<file path="src/rtl/axi_tlb_cfg_seq.sv">
// axi_tlb_cfg_seq
//   AXI4-Lite master sequencer that programs axi_tlb L1 entries through the
//   TLB configuration port. A one-shot command becomes an ordered series of
//   single-beat writes: the entry is invalidated first, then first/last/base
//   are written in ascending address order, and the flags word (valid,
//   read_only) is written last, so no observer ever sees a torn entry.
//   A flush writes flags=0 to every entry and keeps going past errors.
//   Exactly one write is outstanding at any time.
//
// Optional feature (macro AXI_TLB_CFG_SEQ_READBACK_EN):
//   After the final flags write of an entry command succeeds, the flags word
//   is read back and compared; a bad response or mismatch sets the error.
//   Without the macro the AR/R channels are tied off.
//
// Ports:
//   clk_i, rst_ni         clock, asynchronous active-low reset
//   req_valid_i/ready_o   command handshake
//   req_flush_i           1: invalidate all entries, 0: write entry req_idx_i
//   req_idx_i             entry index
//   req_first_i/last_i    input page range
//   req_base_i            output base page
//   req_entry_valid_i     valid flag to program
//   req_read_only_i       read-only flag to program
//   rsp_valid_o/ready_i   completion handshake
//   rsp_err_o             any error during the command
//   rsp_idx_o             index of the completed command (0 for flush)
//   cfg_req_o/cfg_resp_i  AXI4-Lite master port towards the TLB config port

`timescale 1ns/1ps

package axi_tlb_cfg_seq_pkg;
    typedef struct packed {
        logic [31:0] addr;
        logic [2:0]  prot;
    } aw_chan_t;
    typedef struct packed {
        logic [31:0] data;
        logic [3:0]  strb;
    } w_chan_t;
    typedef struct packed {
        logic [1:0] resp;
    } b_chan_t;
    typedef struct packed {
        logic [31:0] addr;
        logic [2:0]  prot;
    } ar_chan_t;
    typedef struct packed {
        logic [31:0] data;
        logic [1:0]  resp;
    } r_chan_t;
    typedef struct packed {
        aw_chan_t aw;
        logic     aw_valid;
        w_chan_t  w;
        logic     w_valid;
        logic     b_ready;
        ar_chan_t ar;
        logic     ar_valid;
        logic     r_ready;
    } lite_req_t;
    typedef struct packed {
        logic    aw_ready;
        logic    w_ready;
        b_chan_t b;
        logic    b_valid;
        logic    ar_ready;
        r_chan_t r;
        logic    r_valid;
    } lite_resp_t;
endpackage

module axi_tlb_cfg_seq #(
    parameter int unsigned                CfgAxiAddrWidth = 32,
    parameter int unsigned                CfgAxiDataWidth = 32,
    parameter int unsigned                NumEntries      = 8,
    parameter int unsigned                IdxWidth        = 4,
    parameter int unsigned                PageNumWidth    = 52,
    parameter logic [CfgAxiAddrWidth-1:0] BaseAddr        = '0,
    parameter type                        lite_req_t      = axi_tlb_cfg_seq_pkg::lite_req_t,
    parameter type                        lite_resp_t     = axi_tlb_cfg_seq_pkg::lite_resp_t
) (
    input  logic                    clk_i,
    input  logic                    rst_ni,
    input  logic                    req_valid_i,
    output logic                    req_ready_o,
    input  logic                    req_flush_i,
    input  logic [IdxWidth-1:0]     req_idx_i,
    input  logic [PageNumWidth-1:0] req_first_i,
    input  logic [PageNumWidth-1:0] req_last_i,
    input  logic [PageNumWidth-1:0] req_base_i,
    input  logic                    req_entry_valid_i,
    input  logic                    req_read_only_i,
    output logic                    rsp_valid_o,
    input  logic                    rsp_ready_i,
    output logic                    rsp_err_o,
    output logic [IdxWidth-1:0]     rsp_idx_o,
    output lite_req_t               cfg_req_o,
    input  lite_resp_t              cfg_resp_i
);

    localparam int unsigned NumBeats  = (CfgAxiDataWidth == 32) ? 8 : 5;
    localparam int unsigned MaxCnt    = (NumBeats > NumEntries) ? NumBeats : NumEntries;
    localparam int unsigned BeatWidth = $clog2(MaxCnt);
    localparam logic [7:0]  FlagsOff  = 8'h18;

    typedef enum logic [2:0] {
        StIdle,
        StIssue,
        StWaitB,
`ifdef AXI_TLB_CFG_SEQ_READBACK_EN
        StRdAr,
        StRdR,
`endif
        StResp
    } state_e;

    state_e                      state_q, state_d;
    logic [BeatWidth-1:0]        beat_q, beat_d;
    logic                        aw_done_q, aw_done_d;
    logic                        w_done_q, w_done_d;
    logic                        err_q, err_d;
    logic                        flush_q, flush_d;
    logic [IdxWidth-1:0]         idx_q, idx_d;
    logic [63:0]                 first_q, first_d;
    logic [63:0]                 last_q, last_d;
    logic [63:0]                 base_q, base_d;
    logic [1:0]                  flags_q, flags_d;

    logic [BeatWidth-1:0]        last_beat;
    logic [31:0]                 entry_num;
    logic [CfgAxiAddrWidth-1:0]  entry_base;
    logic [CfgAxiAddrWidth-1:0]  beat_addr;
    logic [7:0]                  beat_off;
    logic [63:0]                 beat_data;
    logic [31:0]                 payload_idx;
    logic [31:0]                 field_sel;
    logic                        word_hi;
    logic [63:0]                 field_val;
    logic                        req_oor;
    logic                        aw_fin, w_fin, b_err;

    assign req_oor    = !req_flush_i && (32'(req_idx_i) >= NumEntries);
    assign last_beat  = flush_q ? BeatWidth'(NumEntries - 1) : BeatWidth'(NumBeats - 1);
    // During a flush the beat counter doubles as the entry index.
    assign entry_num  = flush_q ? 32'(beat_q) : 32'(idx_q);
    assign entry_base = BaseAddr + (CfgAxiAddrWidth'(entry_num) << 5);
    assign beat_addr  = entry_base + CfgAxiAddrWidth'(beat_off);

    // Beat 0 and the last beat hit the flags word; beats in between walk the
    // 64-bit payload fields in ascending address order (two words each at DW=32).
    always_comb begin
        beat_off    = FlagsOff;
        beat_data   = '0;
        payload_idx = '0;
        field_sel   = '0;
        word_hi     = 1'b0;
        field_val   = '0;
        if (!flush_q) begin
            if (beat_q == last_beat) begin
                beat_data = {62'b0, flags_q};
            end else if (beat_q != '0) begin
                payload_idx = 32'(beat_q) - 32'd1;
                if (CfgAxiDataWidth == 32) begin
                    field_sel = payload_idx >> 1;
                    word_hi   = payload_idx[0];
                    beat_off  = 8'(payload_idx << 2);
                end else begin
                    field_sel = payload_idx;
                    beat_off  = 8'(payload_idx << 3);
                end
                case (field_sel)
                    32'd0:   field_val = first_q;
                    32'd1:   field_val = last_q;
                    default: field_val = base_q;
                endcase
                if (CfgAxiDataWidth == 32) begin
                    beat_data = word_hi ? {32'b0, field_val[63:32]} : {32'b0, field_val[31:0]};
                end else begin
                    beat_data = field_val;
                end
            end
        end
    end

    always_comb begin
        state_d     = state_q;
        beat_d      = beat_q;
        aw_done_d   = aw_done_q;
        w_done_d    = w_done_q;
        err_d       = err_q;
        flush_d     = flush_q;
        idx_d       = idx_q;
        first_d     = first_q;
        last_d      = last_q;
        base_d      = base_q;
        flags_d     = flags_q;
        aw_fin      = 1'b0;
        w_fin       = 1'b0;
        b_err       = 1'b0;
        req_ready_o = 1'b0;
        rsp_valid_o = 1'b0;

        cfg_req_o         = '0;
        cfg_req_o.aw.addr = beat_addr;
        cfg_req_o.w.data  = CfgAxiDataWidth'(beat_data);
        cfg_req_o.w.strb  = '1;
`ifdef AXI_TLB_CFG_SEQ_READBACK_EN
        cfg_req_o.ar.addr = entry_base + CfgAxiAddrWidth'(FlagsOff);
`endif

        unique case (state_q)
            StIdle: begin
                req_ready_o = 1'b1;
                if (req_valid_i) begin
                    flush_d   = req_flush_i;
                    idx_d     = req_flush_i ? '0 : req_idx_i;
                    first_d   = 64'(req_first_i);
                    last_d    = 64'(req_last_i);
                    base_d    = 64'(req_base_i);
                    flags_d   = {req_read_only_i, req_entry_valid_i};
                    beat_d    = '0;
                    aw_done_d = 1'b0;
                    w_done_d  = 1'b0;
                    err_d     = req_oor;
                    state_d   = req_oor ? StResp : StIssue;
                end
            end
            StIssue: begin
                cfg_req_o.aw_valid = !aw_done_q;
                cfg_req_o.w_valid  = !w_done_q;
                // Each channel is retired by its own handshake and never re-raised.
                aw_fin = aw_done_q || cfg_resp_i.aw_ready;
                w_fin  = w_done_q || cfg_resp_i.w_ready;
                if (aw_fin && w_fin) begin
                    aw_done_d = 1'b0;
                    w_done_d  = 1'b0;
                    state_d   = StWaitB;
                end else begin
                    aw_done_d = aw_fin;
                    w_done_d  = w_fin;
                end
            end
            StWaitB: begin
                cfg_req_o.b_ready = 1'b1;
                if (cfg_resp_i.b_valid) begin
                    b_err = (cfg_resp_i.b.resp != '0);
                    if (b_err && !flush_q) begin
                        // Abort: the entry is left invalid by the earlier flags=0 write.
                        err_d   = 1'b1;
                        state_d = StResp;
                    end else begin
                        err_d = err_q || b_err;
                        if (beat_q == last_beat) begin
`ifdef AXI_TLB_CFG_SEQ_READBACK_EN
                            state_d = flush_q ? StResp : StRdAr;
`else
                            state_d = StResp;
`endif
                        end else begin
                            beat_d  = beat_q + 1'b1;
                            state_d = StIssue;
                        end
                    end
                end
            end
`ifdef AXI_TLB_CFG_SEQ_READBACK_EN
            StRdAr: begin
                cfg_req_o.ar_valid = 1'b1;
                if (cfg_resp_i.ar_ready) begin
                    state_d = StRdR;
                end
            end
            StRdR: begin
                cfg_req_o.r_ready = 1'b1;
                if (cfg_resp_i.r_valid) begin
                    if ((cfg_resp_i.r.resp != '0) || (cfg_resp_i.r.data[1:0] != flags_q)) begin
                        err_d = 1'b1;
                    end
                    state_d = StResp;
                end
            end
`endif
            StResp: begin
                rsp_valid_o = 1'b1;
                if (rsp_ready_i) begin
                    state_d = StIdle;
                end
            end
            default: begin
                state_d = StIdle;
            end
        endcase
    end

    assign rsp_err_o = err_q;
    assign rsp_idx_o = idx_q;

    logic unused_rd;
    assign unused_rd = ^{cfg_resp_i.r.data, cfg_resp_i.r.resp, cfg_resp_i.ar_ready, cfg_resp_i.r_valid};

    always_ff @(posedge clk_i or negedge rst_ni) begin
        if (!rst_ni) begin
            state_q   <= StIdle;
            beat_q    <= '0;
            aw_done_q <= 1'b0;
            w_done_q  <= 1'b0;
            err_q     <= 1'b0;
            flush_q   <= 1'b0;
            idx_q     <= '0;
            first_q   <= '0;
            last_q    <= '0;
            base_q    <= '0;
            flags_q   <= '0;
        end else begin
            state_q   <= state_d;
            beat_q    <= beat_d;
            aw_done_q <= aw_done_d;
            w_done_q  <= w_done_d;
            err_q     <= err_d;
            flush_q   <= flush_d;
            idx_q     <= idx_d;
            first_q   <= first_d;
            last_q    <= last_d;
            base_q    <= base_d;
            flags_q   <= flags_d;
        end
    end

endmodule

</file>
<file path="config.mk">
export PLATFORM = sky130hd
export DESIGN_NAME = axi_tlb_cfg_seq
export DESIGN_NICKNAME = d
export VERILOG_FILES = /design/src/rtl/axi_tlb_cfg_seq.sv
export SDC_FILE = /design/constraint.sdc
export NUM_CORES = 1
export LEC_CHECK = 0
export CORE_UTILIZATION = 41
export DETAILED_ROUTE_END_ITERATION = 10
export PLACE_DENSITY = 0.77
export SLEW_MARGIN = 20
export SYNTH_ARGS = -nofsm -noshare
export SYNTH_HDL_FRONTEND = slang
export SYNTH_SLANG_ARGS = --single-unit
</file>
<file path="constraint.sdc">
create_clock -name clk_i -period 3 [get_ports clk_i]
set_input_delay 0.9 -clock clk_i [delete_from_list [all_inputs] [get_ports clk_i]]
set_output_delay 0.9 -clock clk_i [all_outputs]
set_load 0.02 [all_outputs]
</file>
==> key figures <==
Final layout
  • Final net count: 1550
  • Area growth syn-to-layout: 42.02%
  • Non-Filler Instances: ~1600
  • Share of cells above drive strength 1: 17.89%
  • Final Util: ~59%
  • Design Area, Final: approximately 13000 µm²

Timing
  • RSZ-0062 raised after global routing: yes
  • Clock Skew: around 8 ps
  • Max-slew headroom: 62.01%
  • Setup WS post-layout: -553.2 ps
  • Peak Freq: around 280 MHz
  • Final period utilization: 118.4%
  • Endpoints failing hold: 0
  • Minimum clock period: 3553 ps
  • # setup viols final: 38
  • Slew @ Worst Pin: ~570 ps
  • Max Slew Vio Count: 0

Outcome
  • Failing checks: negative setup slack
  • Status: finished with violations

Global routing
  • Remaining global-route overflow: 0
  • First-pass GRT wire length: ~41000 µm
  • Vias in the first global route: roughly 7900
  • Gr usage total: 23.71%
  • Largest net degree at the start of global routing: 76
  • Initial antenna violation count: 1

Drt
  • Initial DRC count: 415
  • WL final: approximately 27000 µm
  • Remaining DRCs: 0
  • Routed vias: between 7000 and 8000
  • Vias per cell: just under 5
  • Routed len/inst: 16.55 µm
  • Total iterations of the first detailed-routing run: 5
  • Antenna-violating nets left: 0

Clock network
  • Htree depth: 4
  • Hold buffer count at cts: 0
  • Clock Pin Slew Worst Setup and Hold Paths: roughly 70 ps
  • Clk buf depth: 2
  • CTS Buf Count: 17
  • CTS Sinks: approximately 170
  • CTS tree: built
  • Worst-Skew Late Latency: 430 ps
  • Root buf cell: clkbuf_16

Placement
  • DP Cell Count: between 1500 and 2000
  • Post-DP HPWL: between 15000 and 20000 µm
  • Post-DP Area: between 10000 and 15000 µm²
  • GP Congestion: 0.8389
  • Number of I/O port buffers: 221

Synthesis
  • Post-synth top cells: 455 x nand2_1, 171 x dfrtp_1, 71 x buf_4
  • Mapped Area: ~9200 µm²
  • Synth Instances: around 1100
  • Synth top area share: a little under half
  • Seq cells post-synth: around 170
  • Top-count cell post-synth: nand2_1
  • Top cells by area, synth: dfrtp_1 47%, nand2_1 19%, mux2i_1 5.9%
  • Async S/R FF share, synth: between 90% and 100%
  • Synthesis Warnings: 0
  • Distinct cell type count after synthesis: 46
  • Syn Area/Cell: ~8.5 µm²
  • Post-synthesis sequential area ratio: between 40% and 50%
  • Most used DFF post-synth: dfrtp_1
  • EDFF count, synth: 0
  • Post-synth top area cell: dfrtp_1

Job
  • MaxCap Viol Count: 0

Critical path
  • Type of the worst setup path: register to output port
  • Reg2Reg Launch Point: beat_q[0]
  • Worst Path Arrival: ~2700 ps
  • Reg2reg setup slack: 1220 ps
  • Setup crit end kind: output port
  • FF-to-FF path depth: 6
  • Required time at the worst-slack endpoint: 2100 ps
  • Startpoint types: register
  • Crit Path Max Fanout: 4
  • R2R Path End: beat_q[2]

Hold path
  • Type of the worst min-delay path: input pin to async pin

Floorplanning
  • Die Span X: between 150 and 200 µm
  • Core box area: 21890 µm²
  • Die Y-Extent: 151.5 µm
  • Die area: 22960 µm²
  • Row count: 54
  • I/O pins: around 330
  • Initial core utilization: about two fifths

Pwr
  • Power Density: a little over 1000 nW/µm²
  • Leakage power: approximately 6.3 nW
  • Peak VDD IR: 390.1 µV
  • Post-layout power: 13.16 mW
## critical path, cell delays in order (launching register included)
cell and delay (ps):
dfrtp_2 440, ha_4 180, ha_4 150, or2_4 250
nor3_4 130, and3_4 230, ha_1 230, a21o_1 170
a21oi_2 180, xnor2_2 130, buf_4 150
## cell type report
class	count	area (µm²)
fillers	1928	8870
multi-input cells	812	4517
flip-flops and latches	171	4280
repair buffers	307	3204
clock buffers	19	442.9
well taps	280	350.3
clock inverters	13	117.6
inverters	25	106.4
diodes	1	2.502
## power by group
group          leakage, nW  internal, mW  switching [mW]
combinational         3.84          3.28            3.80
clock                0.274          1.17           0.965
sequential            2.14          3.37           0.582
total                 6.25          7.82            5.35
## state kept, by name, summed over array words and instances (netlist names)
| name | count |
|---|---|
| base_q | 52 |
| first_q | 52 |
| last_q | 52 |
| rsp_idx_o | 4 |
| beat_q | 3 |
| flags_q | 2 |
| state_q | 2 |
| aw_done_q | 1 |
| flush_q | 1 |
| rsp_err_o | 1 |
| w_done_q | 1 |
## worst max path at each step
stage                   start       endpoint  slack [ps]  cells after the start
global placement    beat_q[0]  cfg_req_o[87]        -550                     10
finish              beat_q[0]  cfg_req_o[87]        -550                     10
CTS                 beat_q[0]  cfg_req_o[87]        -570                     10
global route        beat_q[1]  cfg_req_o[87]        -660                     10
floorplan           beat_q[1]  cfg_req_o[87]        -240                     10
detailed placement  beat_q[0]  cfg_req_o[87]        -590                     10
## stage by stage
step	setup WS, ps	hold WS, ps	TNS [ps]
5_1_grt	-656.1	478.9	-18850
6_report	-553.2	441.1	-15350
2_1_floorplan	-239.4	437.6	-844.8
3_3_place_gp	-549.2	450.2	-15790
3_5_place_dp	-589.1	454.0	-16420
4_1_cts	-570.5	461.3	-14500
## placed cells by master (no fill, tap or decap), drive strengths merged, types with 21 or more instances in the layout
master         Yosys  layout
clkbuf            35      21
nand3             21      21
mux2              24      24
buf              105     122
inv               25      28
nor2              21      21
mux2i             54      54
dfrtp            171     171
clkdlybuf4s50      0     180
nand2            455     455
o21ai             27      27
conb               2      68
## layer usage
metal | vias to the layer above | part of all wire [%] | wire, µm | GRT usage [%]
li1 | 3881 | - | - | -
met1 | 3805 | 42 | 11370 | 30.52
met2 | 257 | 50 | 13400 | 39.59
met3 | 37 | 5.8 | 1551 | 4.880
met4 | 0 | 2.3 | 616 | 8.168
met5 | - | 0 | 0 | 0
## what timing repair did
item,in CTS,in global routing
gates cloned,3,3
setup endpoints to repair,39,40
setup buffers,14,11
pin swaps,12,13
hold endpoints to repair,0,0
resized for setup,253,41
## cells by family (layout without fill, tap and decap cells)
kind of cell / count (synthesis) / after routing / share of synthesized area (%)
AND/OR/NAND/NOR: 582 / 582 / 27.13
flip-flops: 171 / 171 / 46.67
buffers and inverters: 165 / 364 / 10.51
multiplexers: 78 / 78 / 8.843
AO/OA/AOI/OAI: 74 / 74 / 5.404
adder cells (fa/ha/maj): 8 / 8 / 1.174
other: 2 / 69 / 0.08191
XOR/XNOR: 2 / 2 / 0.1911
No activity file was read; power rests on OpenSTA's default activity.
